File: src/rtl/alu_pkg.sv
// Shared ALU opcode codes, MIPS field constants, issue FSM states and the decoder.
// Pure combinational helpers; no state, no handshake.
package alu_pkg;

  localparam logic [3:0] OP_ADD   = 4'b0000;
  localparam logic [3:0] OP_SUB   = 4'b0001;
  localparam logic [3:0] OP_ADDU  = 4'b0010;
  localparam logic [3:0] OP_SUBU  = 4'b0011;
  localparam logic [3:0] OP_ADDI  = 4'b0100;
  localparam logic [3:0] OP_ADDIU = 4'b0101;
  localparam logic [3:0] OP_AND   = 4'b0110;
  localparam logic [3:0] OP_OR    = 4'b0111;
  localparam logic [3:0] OP_ANDI  = 4'b1000;
  localparam logic [3:0] OP_ORI   = 4'b1001;
  localparam logic [3:0] OP_SLL   = 4'b1010;
  localparam logic [3:0] OP_SRL   = 4'b1011;
  localparam logic [3:0] OP_SLT   = 4'b1100;
  localparam logic [3:0] OP_SLTI  = 4'b1101;

  localparam logic [5:0] OPC_RTYPE = 6'h00;
  localparam logic [5:0] OPC_ADDI  = 6'h08;
  localparam logic [5:0] OPC_ADDIU = 6'h09;
  localparam logic [5:0] OPC_SLTI  = 6'h0A;
  localparam logic [5:0] OPC_ANDI  = 6'h0C;
  localparam logic [5:0] OPC_ORI   = 6'h0D;

  localparam logic [5:0] FN_SLL  = 6'h00;
  localparam logic [5:0] FN_SRL  = 6'h02;
  localparam logic [5:0] FN_ADD  = 6'h20;
  localparam logic [5:0] FN_ADDU = 6'h21;
  localparam logic [5:0] FN_SUB  = 6'h22;
  localparam logic [5:0] FN_SUBU = 6'h23;
  localparam logic [5:0] FN_AND  = 6'h24;
  localparam logic [5:0] FN_OR   = 6'h25;
  localparam logic [5:0] FN_SLT  = 6'h2A;

  typedef enum logic [1:0] {
    IDLE   = 2'd0,
    DECODE = 2'd1,
    ISSUE  = 2'd2
  } state_e;

  typedef struct packed {
    logic       legal;
    logic       is_rtype;
    logic       is_shift;
    logic [3:0] op;
  } dec_t;

  function automatic dec_t decode_instr(input logic [5:0] opcode, input logic [5:0] funct);
    dec_t d;
    d = '0;
    d.legal = 1'b1;
    if (opcode == OPC_RTYPE) begin
      d.is_rtype = 1'b1;
      case (funct)
        FN_ADD:  d.op = OP_ADD;
        FN_SUB:  d.op = OP_SUB;
        FN_ADDU: d.op = OP_ADDU;
        FN_SUBU: d.op = OP_SUBU;
        FN_AND:  d.op = OP_AND;
        FN_OR:   d.op = OP_OR;
        FN_SLT:  d.op = OP_SLT;
        FN_SLL:  begin d.op = OP_SLL; d.is_shift = 1'b1; end
        FN_SRL:  begin d.op = OP_SRL; d.is_shift = 1'b1; end
        default: d.legal = 1'b0;
      endcase
    end else begin
      case (opcode)
        OPC_ADDI:  d.op = OP_ADDI;
        OPC_ADDIU: d.op = OP_ADDIU;
        OPC_ANDI:  d.op = OP_ANDI;
        OPC_ORI:   d.op = OP_ORI;
        OPC_SLTI:  d.op = OP_SLTI;
        default:   d.legal = 1'b0;
      endcase
    end
    return d;
  endfunction

endpackage

File: src/rtl/alu_issue_stage_if.sv
// Instruction-in, operand-out and writeback bundle between the issue stage and its neighbours.
// master = environment side, slave = issue stage.
interface alu_issue_stage_if #(parameter int DATA_W = 32);
  logic              Instr_Valid;
  logic [31:0]       Instr_In;
  logic              Instr_Ready;
  logic              Issue_Valid;
  logic              Issue_Ready;
  logic [DATA_W-1:0] Data1;
  logic [DATA_W-1:0] Data2;
  logic [31:0]       Instruction;
  logic [3:0]        Opcode_ALU;
  logic [4:0]        Dest_Reg;
  logic              WB_En;
  logic [4:0]        WB_Reg;
  logic [DATA_W-1:0] WB_Data;
  logic              Illegal_Instr;

  modport master (
    output Instr_Valid, Instr_In, Issue_Ready, WB_En, WB_Reg, WB_Data,
    input  Instr_Ready, Issue_Valid, Data1, Data2, Instruction, Opcode_ALU, Dest_Reg, Illegal_Instr
  );

  modport slave (
    input  Instr_Valid, Instr_In, Issue_Ready, WB_En, WB_Reg, WB_Data,
    output Instr_Ready, Issue_Valid, Data1, Data2, Instruction, Opcode_ALU, Dest_Reg, Illegal_Instr
  );
endinterface

File: src/rtl/issue_regfile.sv
// Register file: two async read ports with same-cycle write bypass, one write port, r0 reads zero.
// Reads are combinational; writes land on the rising edge, no backpressure.
module issue_regfile #(
  parameter int NUM_REGS = 32,
  parameter int DATA_W   = 32,
  localparam int AW      = $clog2(NUM_REGS)
) (
  input  logic              clk,
  input  logic              rst,
  input  logic              we_i,
  input  logic [AW-1:0]     waddr_i,
  input  logic [DATA_W-1:0] wdata_i,
  input  logic [AW-1:0]     raddr1_i,
  output logic [DATA_W-1:0] rdata1_o,
  input  logic [AW-1:0]     raddr2_i,
  output logic [DATA_W-1:0] rdata2_o
);

  logic [DATA_W-1:0] mem_q [NUM_REGS];
  logic              wr_en;

  assign wr_en = we_i && (waddr_i != '0);

  always_ff @(posedge clk or posedge rst) begin
    if (rst) begin
      for (int i = 0; i < NUM_REGS; i++) mem_q[i] <= '0;
    end else if (wr_en) begin
      mem_q[waddr_i] <= wdata_i;
    end
  end

  // r0 is never written, so the array read already yields zero for it
  assign rdata1_o = (wr_en && waddr_i == raddr1_i) ? wdata_i : mem_q[raddr1_i];
  assign rdata2_o = (wr_en && waddr_i == raddr2_i) ? wdata_i : mem_q[raddr2_i];

endmodule

File: src/rtl/alu_issue_stage.sv
// Decode/operand-read stage feeding the ALU, with busy-bit RAW scoreboard and writeback port.
// Issue_Valid two edges after acceptance when hazard-free; outputs frozen while Issue_Ready=0.
module alu_issue_stage
  import alu_pkg::*;
#(
  parameter int NUM_REGS = 32,
  parameter int DATA_W   = 32
) (
  input  logic               clk,
  input  logic               rst,
  alu_issue_stage_if.slave   bus
);

  state_e              state_q;
  logic [31:0]         instr_q;
  logic [31:0]         instr_out_q;
  logic [DATA_W-1:0]   data1_q, data2_q;
  logic [3:0]          op_q;
  logic [4:0]          dest_q;
  logic                issue_vld_q;
  logic                illegal_q;
  logic [NUM_REGS-1:0] busy_q, busy_d;

  dec_t                dec;
  logic [4:0]          rs, rt, rd, raddr1, dest;
  logic [DATA_W-1:0]   rdata1, rdata2, operand2;
  logic [NUM_REGS-1:0] wb_mask, busy_eff;
  logic                hazard, issue_fire;

  assign dec    = decode_instr(instr_q[31:26], instr_q[5:0]);
  assign rs     = instr_q[25:21];
  assign rt     = instr_q[20:16];
  assign rd     = instr_q[15:11];
  assign raddr1 = dec.is_shift ? rt : rs;
  assign dest   = dec.is_rtype ? rd : rt;

  issue_regfile #(.NUM_REGS(NUM_REGS), .DATA_W(DATA_W)) u_regfile (
    .clk      (clk),
    .rst      (rst),
    .we_i     (bus.WB_En),
    .waddr_i  (bus.WB_Reg),
    .wdata_i  (bus.WB_Data),
    .raddr1_i (raddr1),
    .rdata1_o (rdata1),
    .raddr2_i (rt),
    .rdata2_o (rdata2)
  );

  // A register being written back this cycle is already safe to read through the bypass
  assign wb_mask  = (bus.WB_En && bus.WB_Reg != '0) ? (NUM_REGS'(1) << bus.WB_Reg) : '0;
  assign busy_eff = busy_q & ~wb_mask;

  always_comb begin
    hazard = busy_eff[rs];
    if (dec.is_rtype) hazard = dec.is_shift ? busy_eff[rt] : (busy_eff[rs] | busy_eff[rt]);
  end

  always_comb begin
    operand2 = DATA_W'(instr_q[15:0]);
    if (dec.is_rtype) operand2 = dec.is_shift ? DATA_W'(instr_q[10:6]) : rdata2;
  end

  assign issue_fire = issue_vld_q && bus.Issue_Ready;

  // Issue-side set is applied after the writeback clear so it wins on a collision
  always_comb begin
    busy_d = busy_q & ~wb_mask;
    if (issue_fire && dest_q != '0) busy_d[dest_q] = 1'b1;
  end

  always_ff @(posedge clk or posedge rst) begin
    if (rst) begin
      state_q     <= IDLE;
      instr_q     <= '0;
      instr_out_q <= '0;
      data1_q     <= '0;
      data2_q     <= '0;
      op_q        <= '0;
      dest_q      <= '0;
      issue_vld_q <= 1'b0;
      illegal_q   <= 1'b0;
      busy_q      <= '0;
    end else begin
      busy_q    <= busy_d;
      illegal_q <= 1'b0;
      case (state_q)
        IDLE: begin
          if (bus.Instr_Valid) begin
            instr_q <= bus.Instr_In;
            state_q <= DECODE;
          end
        end
        DECODE: begin
          if (!dec.legal) begin
            illegal_q <= 1'b1;
            state_q   <= IDLE;
          end else if (!hazard) begin
            data1_q     <= rdata1;
            data2_q     <= operand2;
            op_q        <= dec.op;
            dest_q      <= dest;
            instr_out_q <= instr_q;
            issue_vld_q <= 1'b1;
            state_q     <= ISSUE;
          end
        end
        ISSUE: begin
          if (bus.Issue_Ready) begin
            issue_vld_q <= 1'b0;
            state_q     <= IDLE;
          end
        end
        default: state_q <= IDLE;
      endcase
    end
  end

  assign bus.Instr_Ready   = (state_q == IDLE) && !rst;
  assign bus.Issue_Valid   = issue_vld_q;
  assign bus.Data1         = data1_q;
  assign bus.Data2         = data2_q;
  assign bus.Instruction   = instr_out_q;
  assign bus.Opcode_ALU    = op_q;
  assign bus.Dest_Reg      = dest_q;
  assign bus.Illegal_Instr = illegal_q;

endmodule
File: src/flat_wrapper.sv
// flat-port wrapper written by rule: the top's interface ports become plain ports
module alu_issue_stage_flat import alu_pkg::*;
#(
  parameter int NUM_REGS = 32,
  parameter int DATA_W   = 32
)
  (clk, rst, bus_Instr_Valid, bus_Instr_In, bus_Issue_Ready, bus_WB_En, bus_WB_Reg, bus_WB_Data, bus_Instr_Ready, bus_Issue_Valid, bus_Data1, bus_Data2, bus_Instruction, bus_Opcode_ALU, bus_Dest_Reg, bus_Illegal_Instr);
  alu_issue_stage_if #(.DATA_W(DATA_W)) bus_i ();
  input  logic clk;
  input  logic rst;
  input wire logic [$bits(bus_i.Instr_Valid)-1:0] bus_Instr_Valid;
  input wire logic [$bits(bus_i.Instr_In)-1:0] bus_Instr_In;
  input wire logic [$bits(bus_i.Issue_Ready)-1:0] bus_Issue_Ready;
  input wire logic [$bits(bus_i.WB_En)-1:0] bus_WB_En;
  input wire logic [$bits(bus_i.WB_Reg)-1:0] bus_WB_Reg;
  input wire logic [$bits(bus_i.WB_Data)-1:0] bus_WB_Data;
  output wire logic [$bits(bus_i.Instr_Ready)-1:0] bus_Instr_Ready;
  output wire logic [$bits(bus_i.Issue_Valid)-1:0] bus_Issue_Valid;
  output wire logic [$bits(bus_i.Data1)-1:0] bus_Data1;
  output wire logic [$bits(bus_i.Data2)-1:0] bus_Data2;
  output wire logic [$bits(bus_i.Instruction)-1:0] bus_Instruction;
  output wire logic [$bits(bus_i.Opcode_ALU)-1:0] bus_Opcode_ALU;
  output wire logic [$bits(bus_i.Dest_Reg)-1:0] bus_Dest_Reg;
  output wire logic [$bits(bus_i.Illegal_Instr)-1:0] bus_Illegal_Instr;
  assign bus_i.Instr_Valid = bus_Instr_Valid;
  assign bus_i.Instr_In = bus_Instr_In;
  assign bus_i.Issue_Ready = bus_Issue_Ready;
  assign bus_i.WB_En = bus_WB_En;
  assign bus_i.WB_Reg = bus_WB_Reg;
  assign bus_i.WB_Data = bus_WB_Data;
  assign bus_Instr_Ready = bus_i.Instr_Ready;
  assign bus_Issue_Valid = bus_i.Issue_Valid;
  assign bus_Data1 = bus_i.Data1;
  assign bus_Data2 = bus_i.Data2;
  assign bus_Instruction = bus_i.Instruction;
  assign bus_Opcode_ALU = bus_i.Opcode_ALU;
  assign bus_Dest_Reg = bus_i.Dest_Reg;
  assign bus_Illegal_Instr = bus_i.Illegal_Instr;
  alu_issue_stage #(.NUM_REGS(NUM_REGS), .DATA_W(DATA_W)) u_core (.clk(clk), .rst(rst), .bus(bus_i));
endmodule
File: config.mk
export PLATFORM = sky130hd
export DESIGN_NAME = alu_issue_stage_flat
export DESIGN_NICKNAME = d
export VERILOG_FILES = /design/src/rtl/alu_pkg.sv /design/src/rtl/alu_issue_stage_if.sv /design/src/rtl/issue_regfile.sv /design/src/rtl/alu_issue_stage.sv /design/src/flat_wrapper.sv
export SDC_FILE = /design/constraint.sdc
export NUM_CORES = 2
export LEC_CHECK = 0
export ABC_AREA = 1
export BUFFER_PORTS_ARGS = -buffer_cell sky130_fd_sc_hd__buf_4
export CAP_MARGIN = 20
export CORE_MARGIN = 10
export CORE_UTILIZATION = 45
export DETAILED_ROUTE_END_ITERATION = 10
export PLACE_DENSITY_LB_ADDON = 0.25
export SLEW_MARGIN = 15
export SYNTH_ARGS = -nofsm -noshare
export SYNTH_HDL_FRONTEND = slang
export SYNTH_SLANG_ARGS = --single-unit
File: constraint.sdc
create_clock -name clk -period 46.3 [get_ports clk]
set_input_delay 2.315 -clock clk [delete_from_list [all_inputs] [get_ports clk]]
set_output_delay 2.315 -clock clk [all_outputs]
set_load 0.05 [all_outputs]
Word level (Yosys, flattened, before mapping):

Index checks and enable logic that the tools add are counted.
Widths: inputs -> output; s select.

* word-level logic and storage cells: 147
* register bits: 1197
* output and inout port bits: 108
* input port bits: 74

* bitwise logic cells: 8
* muxes and demuxes: 44
* reductions and logical operators: 22
* order comparisons: 8
* shifts and indexed selects: 1
* equal/unequal tests: 22

Operator list (count)
* $bwmux 1024: 1
* $mux 32: 11
* $bmux 32 s5: 2
* $demux 32 s5: 1
* $eq 6x6->1 const B: 7
* $and 32x32->32: 1
* $not 32->32: 1
* $or 32x32->32: 1
* $pmux 4 s8: 1
* $shl 1x5->32 const A: 1
* $eq 6x4->1 const B: 5
* $pmux 4 s5: 1
* $ge 6x6->1 const B: 3
* $lt 5x6->1 const B: 3
* $not 5->6: 3
* $mux 1: 14
* $logic_not 6->1: 2
* $bmux 1 s5: 2
* $eq 5x5->1: 2
* $mux 2: 5
* $mux 5: 2
* $reduce_bool 5->1: 2
* $reduce_or 9->1: 1
* $logic_and 1x1->1: 8
* other kinds (22): 25

Logic depth before layout (Yosys ltp):

* depth in word-level cells: 13
* gate-level depth with buffers: 20
* gate-level depth less buffers: 17

By module:

From an unflattened synthesis, not the netlist that was laid out.

* cell total of the unflattened synthesis: 9425
* area total of the unflattened synthesis: 65206.3 µm²

By module, submodules not included
* issue_regfile: cells an instance 8348, times used 1, area each 56716.9 µm², sequential area each 25624.6 µm²
* alu_issue_stage: cells an instance 1077, times used 1, area each 8489.4 µm², sequential area each 4329.2 µm²

Worst setup path after synthesis:

Ideal clock, no wire load.

* path type: input -> output
* start: in rst
* end: out bus_Instr_Ready
* path buffers: 0
* stages: 1
* setup slack: 40.625 ns
* data required time: 43.985 ns
* arrival: 3.360 ns
* path through: nor3_1

* longest elaborated chain between the ends: 2

RTL lines
* start: declaration: line flat_wrapper.sv:10 `input logic rst;`
* $logic_not 1->1 (no source line)
* $logic_and 1x1->1: line alu_issue_stage.sv:118 `assign bus.Instr_Ready = (state_q == IDLE) && !rst;`
* end: declaration: line flat_wrapper.sv:17 `output wire logic [$bits(bus_i.Instr_Ready)-1:0] bus_Instr_Ready;`

No other way between the ends.

Worst setup path in the final report:

* start: reg u_core.instr_q[16]
* end: reg u_core.data1_q[23], in the netlist u_core.bus.Data1[23]

* longest elaborated chain between the ends: 7
* elaborated cells on any way between the ends: 15
* classes of those cells: 1 x eq/ne; 9 x mux; 3 x bitwise; 2 x reduce/logical

RTL lines
* start: declaration: line alu_issue_stage.sv:15 `logic [31:0] instr_q;`
* start signal: assignment: line alu_issue_stage.sv:89 `instr_q <= bus.Instr_In;`
* $bmux 1 s5: line alu_issue_stage.sv:55 `if (dec.is_rtype) hazard = dec.is_shift ? busy_eff[rt] : (busy_eff[rs] | busy_eff[rt]);`
* $mux 1 (implied by the code): line alu_issue_stage.sv:55
* $or 1x1->1: line alu_issue_stage.sv:55
* $mux 1 (2 in series): line alu_issue_stage.sv:55
* $not 1->1 (no source line)
* $reduce_and 3->1 (no source line)
* end signal: assignment: line alu_issue_stage.sv:98 `data1_q <= rdata1;`
* end: declaration: line alu_issue_stage.sv:17 `logic [DATA_W-1:0] data1_q, data2_q;`

Parallel ways exist; a longest one is shown, timed or not. The select of a mux whose other input is x is not followed.
A chain may end at the register's enable or synchronous reset.

==> results.yml <==
worst_setup_path:
  startpoint_type: "register"
  slowest_delay_ns: 0.87
  worst_ep_arrival_time_ns: 7.57
  endpoint_kind: "register"
  crit_required_ns: 46.98
  crit_type: "register to register"
  path_cells: "inv_8 -> nand3_2 -> nand2_8 -> buf_4 -> buf_4 -> buf_4 -> buf_4 -> nand2_1 -> nand3_1 -> nand3_1 -> nand3_1 -> nand3_1 -> nand3_1 -> nand2_1 -> nand2_1 -> nand2_1"
  path_common_cell: "nand3_1"
  crit_fanout: 106
  crit_path_top_delay_cell: "nand2_8"
place:
  dpl_cell_area_mm2: 0.06778
  place.gp.congestion: 0.8919
  place_inst: 10740
  portBuffers: 181
  hpwl_um: 140700
power:
  powerDensity_mw_per_mm2: 56.76
  p_seq_share_pct: 34.8
  swShare_pct: 42.93
  cellLeakagePower_nw: 34.82
  combPwrFrac_pct: 38.9
  peakVddDrop_uv: 51.21
  internal-power_mw: 2.334
  power_switching_mw: 1.756
  power_frac_clock_pct: 26.2
clock_network:
  htree_levels: 4
  cts_tree: "yes"
  postCtsSetupBuffers: 0
  cts_num_sinks: 1197
  path_clk_slew_ns: 0.06
  cts-root-buf: "clkbuf_16"
  clock_path_buffers: 3
  cts_buffers: 134
  cts_resized: 0
  ctsHoldBuffers: 0
  clkLatencyLatePin_ns: 0.80
global_routing:
  grt_max_degree: 185
  grt_pass1_wl_um: 389200
  grt_util_all_layers_pct: 30.89
  antenna_found_initial: 9
  first_global_vias: 60930
  overflow: 0
routing:
  routed-via-count: 65190
  dr.pass1.iters: 6
  vias_per_cell: 5.942
  wl_um: 259300
  drtIter0Drc: 8810
  wl_per_cell_um: 23.64
  ant_nets: 0
  route.detailed.drc: 0
die:
  dieArea_mm2: 0.1630
  core_area_mm2: 0.1461
  ios: 182
  die_y_um: 403.8
  die_x_um: 403.8
  start_util_pct: 45.37
  rows: 140
synth:
  avgSynthCellArea_um2: 7.064
  synth_nets: 9457
  seq_area_frac_synth_pct: 45.19
  syn-instance-count: 9383
  ys_types: 38
  synth-edff-count: 0
  synthArstFlopShare_pct: 100.0
  ys.warnings.count: 0
  yosysTopAreaCellShare_pct: 45.19
  syn_area_mm2: 0.06628
  synth_area_leaders: "dfrtp_1 (45%), nand2_1 (14%), o21ai_0 (12%)"
  synth_seq_cells: 1197
  yosysTopAreaCell: "dfrtp_1"
  synth_flop_cell: "dfrtp_1"
final_layout:
  final_cell_mix: "nand2_1 (2407), o21ai_0 (1578), nand3_1 (1440)"
  final_layout_size_suffix_gt1_share_pct: 6.265
  fin_nets: 9036
  final_cells: 10970
  layout_commonest_cell: "nand2_1"
  area_growth_pct: 8.729
  final_area_mm2: 0.07206
sta:
  relSlewSlack_pct: 17.35
  rsz0062_at_grt: "false"
  fin_skew_ns: 0.02847
  slew_viol_final: 0
  hold_viol: 0
  fin_crit_ns: 6.886
  timing.hold.ws_ns: 0.3954
  tns_ns: 0
  tightest_slew_ns: 1.240
  fin_crit_sh_pct: 14.87
  fmax_mhz: 145.2
  setup_viol: 0
run:
  cap_violations: 0
run_status:
  status: "finished, final reports clean"
hold_path:
  hold_path.class: "register to register"
[critical path: cells and delay by family, from the launching register on]
family                 cells  cell delay [ns]
DFF                        1             0.69
and+or+nand+nor           11             2.50
buffers and inverters      5             3.31
[power by group through the flow]
stage,Clock (mW),Combinational (mW),Sequential [mW]
floorplan,0,0.958,1.50
global placement,0,1.53,1.43
detailed placement,0,1.55,1.43
CTS,1.08,1.56,1.42
global route,1.12,1.73,1.45
finish,1.07,1.59,1.42
[worst paths after layout]
check                                              from                            to  slack (ns)  cells past startpoint
max                                  u_core.instr_q[16]          u_core.bus.Data1[23]       39.41                     16
min                        u_core.u_regfile.mem_q[1012]  u_core.u_regfile.mem_q[1012]        0.40                      0
max reg2reg                          u_core.instr_q[16]          u_core.bus.Data1[23]       39.41                     16
min reg2reg                u_core.u_regfile.mem_q[1012]  u_core.u_regfile.mem_q[1012]        0.40                      0
max in group asynchronous                           rst   u_core.u_regfile.mem_q[498]       40.55                      6
min in group asynchronous                           rst            u_core.instr_q[31]        1.60                      2
[metrics by stage]
step | power (mW) | utilization (%) | worst slack (ns)
after global routing | 4.299 | 49.33 | 39.23
after CTS | 4.054 | 49.33 | 39.70
final | 4.090 | 49.33 | 39.41
after detailed placement | 2.985 | 46.40 | 39.43
after floorplan | 2.459 | - | 10.26
after global placement | 2.960 | 46.38 | 39.48
[flip-flops by register name, indices dropped and copies added, names as in the netlist]
signal / count
u_core.bus.Data2: 32
u_core.bus.Data1: 32
u_core.bus.Dest_Reg: 5
u_core.busy_q: 32
u_core.bus.Issue_Valid: 1
u_core.bus.Instruction: 32
u_core.bus.Illegal_Instr: 1
u_core.instr_q: 32
u_core.u_regfile.mem_q: 1024
u_core.state_q: 2
u_core.bus.Opcode_ALU: 4
[cell usage after synthesis, drive strengths merged (4+ instances only)]
| master | instances |
|---|---|
| o22ai | 16 |
| nand3 | 1446 |
| nand4 | 5 |
| clkbuf | 512 |
| a31oi | 7 |
| nor2 | 86 |
| o21ai | 1643 |
| xor2 | 4 |
| o221ai | 4 |
| mux2 | 9 |
| inv | 1048 |
| nand2 | 2442 |
| buf | 336 |
| a21oi | 526 |
| o211ai | 90 |
| dfrtp | 1197 |
[area by class of cell]
class / count / area (um^2)
Antenna cell: 2 / 5.005
Clock buffer: 193 / 3859
Tap cell: 1917 / 2399
Sequential cell: 1197 / 29970
Fill cell: 14480 / 74030
Clock inverter: 32 / 416.7
Inverter: 1049 / 3974
Multi-Input combinational cell: 6289 / 29110
Timing Repair Buffer: 291 / 2330
[layer usage]
| metal | up-vias | wire (um) | track usage [%] |
|---|---|---|---|
| li1 | 29560 | - | - |
| met5 | - | 33 | 0 |
| met2 | 3908 | 112800 | 46.98 |
| met1 | 30960 | 101500 | 40.72 |
| met4 | 6 | 17120 | 18.39 |
| met3 | 756 | 27900 | 6.091 |
[cells by family after synthesis]
logic type      count (synthesis)  synth area share, %
flops                        1197                45.19
compound gates               2291                17.77
buf+inv                      1897                11.38
simple gates                 3985                25.45
xor+xnor                        4              0.05285
mux                             9               0.1529
(Power assumes the default switching activity.)
